File: config.mk
export PLATFORM = sky130hd
export DESIGN_NAME = rr_arbiter_4ch
export DESIGN_NICKNAME = d
export VERILOG_FILES = /design/src/rtl/rr_arbiter_4ch_pkg.sv /design/src/rtl/rr_arbiter_4ch_pick4.sv /design/src/rtl/rr_arbiter_4ch.sv
export SDC_FILE = /design/constraint.sdc
export NUM_CORES = 1
export LEC_CHECK = 0
export CORE_UTILIZATION = 30
export CTS_CLUSTER_DIAMETER = 30
export DETAILED_ROUTE_END_ITERATION = 8
export GPL_ROUTABILITY_DRIVEN = 0
export PLACE_DENSITY = 0.75
export SLEW_MARGIN = 40
export SYNTH_ARGS = -nofsm -noshare
export SYNTH_HDL_FRONTEND = slang
export SYNTH_SLANG_ARGS = --single-unit
File: constraint.sdc
create_clock -name clk -period 2.5 [get_ports clk]
set_clock_uncertainty 0.1 [all_clocks]
set_input_delay 0.25 -clock clk [delete_from_list [all_inputs] [get_ports clk]]
set_output_delay 0.25 -clock clk [all_outputs]
set_load 0.05 [all_outputs]
File: src/rtl/rr_arbiter_4ch_pkg.sv
// rr_arbiter_4ch_pkg: shared constants for the 4-channel round-robin arbiter.
//   CH_NUM  - number of request channels
//   SEL_W   - width of a channel index
//   PTR_RST - pointer value after reset (last-granted = 3, so channel 0 goes first)
package rr_arbiter_4ch_pkg;
  localparam int CH_NUM = 4;
  localparam int SEL_W = 2;
  localparam logic [SEL_W-1:0] PTR_RST = 2'd3;
endpackage

File: src/rtl/rr_arbiter_4ch_pick4.sv
// rr_pick4: rotating-priority pick among four requests.
//   req     - per-channel request bits
//   ptr     - index of the last granted channel
//   pick    - first requester scanning ptr+1, ptr+2, ptr+3, ptr; equals ptr when idle
//   any_req - at least one request is present
module rr_pick4
  import rr_arbiter_4ch_pkg::*;
(
  input  logic [CH_NUM-1:0] req,
  input  logic [SEL_W-1:0]  ptr,
  output logic [SEL_W-1:0]  pick,
  output logic              any_req
);
  assign any_req = |req;
  // Walk from lowest to highest priority so the highest-priority hit is written last.
  always_comb begin
    pick = ptr;
    for (int k = 3; k >= 0; k--)
      if (req[ptr + 2'(k) + 2'd1]) pick = ptr + 2'(k) + 2'd1;
  end
endmodule

File: src/rtl/rr_arbiter_4ch.sv
// rr_arbiter_4ch: 4-channel round-robin arbiter feeding a single registered output word.
//   clk, rst_n          - clock, asynchronous active-low reset
//   req, w0..w3         - per-channel request and data word
//   gnt                 - one-hot capture strobe for the granted channel
//   s                   - channel index steering the 4:1 data select
//   f, f_ch, f_valid    - registered output word, its source channel and valid flag
//   f_ready             - downstream accepts f this cycle
module rr_arbiter_4ch
  import rr_arbiter_4ch_pkg::*;
#(
  parameter int n = 3
) (
  input  logic              clk,
  input  logic              rst_n,
  input  logic [CH_NUM-1:0] req,
  input  logic [n-1:0]      w0,
  input  logic [n-1:0]      w1,
  input  logic [n-1:0]      w2,
  input  logic [n-1:0]      w3,
  output logic [CH_NUM-1:0] gnt,
  output logic [SEL_W-1:0]  s,
  output logic              f_valid,
  input  logic              f_ready,
  output logic [n-1:0]      f,
  output logic [SEL_W-1:0]  f_ch
);
  logic [SEL_W-1:0] ptr;
  logic [SEL_W-1:0] pick;
  logic             any_req;
  logic             load;
  logic [n-1:0]     w_sel;
  rr_pick4 u_pick (
    .req     (req),
    .ptr     (ptr),
    .pick    (pick),
    .any_req (any_req)
  );
  // rst_n gates the load so no grant is issued while reset is held.
  assign load  = rst_n & any_req & (~f_valid | f_ready);
  assign gnt   = load ? 4'b0001 << pick : '0;
  assign s     = pick;
  assign w_sel = pick == 2'd0 ? w0 : pick == 2'd1 ? w1 : pick == 2'd2 ? w2 : w3;
  always_ff @(posedge clk or negedge rst_n) begin
    if (!rst_n) begin
      ptr     <= PTR_RST;
      f_valid <= 1'b0;
      f       <= '0;
      f_ch    <= '0;
    end else if (load) begin
      ptr     <= pick;
      f_valid <= 1'b1;
      f       <= w_sel;
      f_ch    <= pick;
    end else if (f_ready) begin
      f_valid <= 1'b0;
    end
  end
endmodule

==> results.toml <==
[floorplanning]
die_w_um = 46.42
fp.dieH_um = 46.42
die_area_mm2 = 0.002154
core_region_area_mm2 = 0.001783
num_rows = 15
pin_count = 31
initial_utilization = 0.3319

[clock_network]
cts_buffers = 3
tritoncts = "yes"
ctsHoldBuffers = 0
cts-resized-gates = 0
cts_setup_buffers = 0
root_buffer = "clkbuf_4"
cts_max_path_buffers = 2
cts_sinks = 8
clk_latency_ns = 0.26
clk_pin_slew_worst_paths_ns = 0.06
cts_htree_levels = 1

[placed_design]
hpwlAfterDp_mm = 1.298
portBuffers = 30
dp_worst_setup_slack_ns = 0.2688
placed_cells = 122
place_area_um2 = 982.2

[sta]
worst_pin_slew_ns = 0.5214
fmax_ghz = 0.4358
fin_crit_ns = 2.295
setup_ws_ns = 0.2052
report.final.hold_viol_count = 0
finalCritPeriodShare = 0.9179
final_max_slew_viol_count = 0
slew_headroom = 0.6495
grt_setup_unrepaired = "no"
finalSetupViolCount = 0
setup-tns-final_ns = 0
timing.hold.ws_ns = 0.2342

[cells_and_area]
fin_area_mm2 = 0.001008
stdcell_count = 126
fin_util = 0.5656
nNetsFinal = 121
mostFrequentLayoutCell = "clkdlybuf4s50_1"
area_growth_pct = 70.40
layout-drive-gt1-share = 0.2178
final_cell_mix = "24 x clkdlybuf4s50_1, 7 x nor2_1, 6 x o21ai_0, 6 x dfrtp_1"
diodes = 0

[job]
drv_cap = 0

[detailed_routing]
avgRoutedWirePerCell_um = 12.99
drc = 0
vias_per_cell = 5.079
wl_mm = 1.637
vias = 640
final_antenna_net_count = 0
drt_iter0_markers = 12
first_pass_iters = 4

[logic_synthesis]
yosysWarnings = 0
ys_types = 30
synth-seq-area-share = 0.3425
syn_area_um2 = 591.8
ys_seq_elements = 8
syn_area_per_cell_um2 = 8.967
syn_inst = 66
synth_nets = 85

[setup_path]
rr_endpoint = "f[2]"
path_class = "reg2out"
r2r_start = "ptr[1]"
cp.arrival_ns = 1.94
path_max_fanout = 8
critPathCaptureType = "output port"
crit_path_frequent_cell = "nor2_1"
start_kind = "register"
slowest_stage = "dfstp_2"
r2r_setup_slack_ns = 0.66
r2r_cells = 5
worstPathRequired_ns = 2.15
path_cells = "mux2i_1 > nor2_1 > nor3_2 > nand2_1 > nor2_1 > buf_12"
cp-startpoint = "ptr[1]"
max_stage_delay_ns = 0.61

[global_route]
grt_first_pass_wirelength_mm = 2.677
antenna_found_initial = 0
grt_usage = 0.1774
grt_max_degree = 11
overflow = 0
grt_pass1_vias = 629

[power_and_ir_drop]
p_per_area_mw_per_mm2 = 913.6
leakagePower_nw = 0.3913
vdd_drop_max_uv = 756.1
power.total_mw = 0.9213

[outcome]
status = "finished, final reports clean"

[hold_path]
hold_path.class = "in2async"
==> state kept, by name (all words and copies together) (netlist names) <==
name / count
ptr: 2
f_ch: 2
f: 3
f_valid: 1
==> logic make-up (layout without fill, tap and decap cells) <==
family,count (synthesis),after routing,synth area share
AOI/OAI and AO/OA,27,27,0.3234
muxes,1,1,0.01691
buffers and inverters,4,39,0.04439
and+or+nand+nor,26,26,0.2728
DFF,8,8,0.3425
==> critical path, delay by kind of cell, from the launching register on <==
kind / cells / cell delay (ns)
buf+inv: 1 / 0.17
flops: 1 / 0.61
mux: 1 / 0.20
simple gates: 4 / 0.71
==> power by group <==
| part | switching [mW] | internal (mW) | leakage [nW] |
|---|---|---|---|
| Combinational | 0.360 | 0.234 | 0.285 |
| Clock | 0.0504 | 0.0615 | 0.0150 |
| Sequential | 0.0359 | 0.180 | 0.0916 |
| Total | 0.446 | 0.475 | 0.391 |
==> synth_stat cells, drive strengths merged <==
cell type,n,area (um^2)
buf,2,16.26
a211oi,3,22.52
o41ai,1,8.760
a21oi,1,5.000
dfrtp,6,150.1
a21boi,3,22.52
dfstp,2,52.55
or3,1,11.26
nor3,3,20.02
nand2b,4,25.02
a32oi,3,26.28
nor4,1,12.51
and2b,1,7.510
a21o,3,22.52
inv,2,10.01
nand2,6,38.79
nor2b,1,6.260
o21a,3,30.02
o21ai,10,53.80
and2,1,6.260
nor2,7,26.28
nor3b,1,7.510
mux2i,1,10.01
==> metal layers <==
metal	track usage	vias up	share of wire
met1	0.2286	298	0.45
met2	0.3000	29	0.48
li1	-	313	-
met3	0.06275	0	0.070
met4	0	0	0
met5	0	-	0
==> how the worst max path moves through the flow <==
stage                     endpoint  cells after the start
final                       gnt[2]                      6
after global routing        gnt[2]                      6
after CTS                   gnt[0]                      6
after detailed placement    gnt[0]                      6
after global placement      gnt[0]                      6
after floorplan             gnt[3]                      5
==> final cells by class <==
cell class	count	area, um^2
tap	25	31.28
inverter	2	10.01
multi-input combinational	54	367.9
timing repair buffer	33	370.4
sequential	8	202.7
clock buffer	4	26.28
fill	168	774.5
Power figures use the tool's default switching activity.
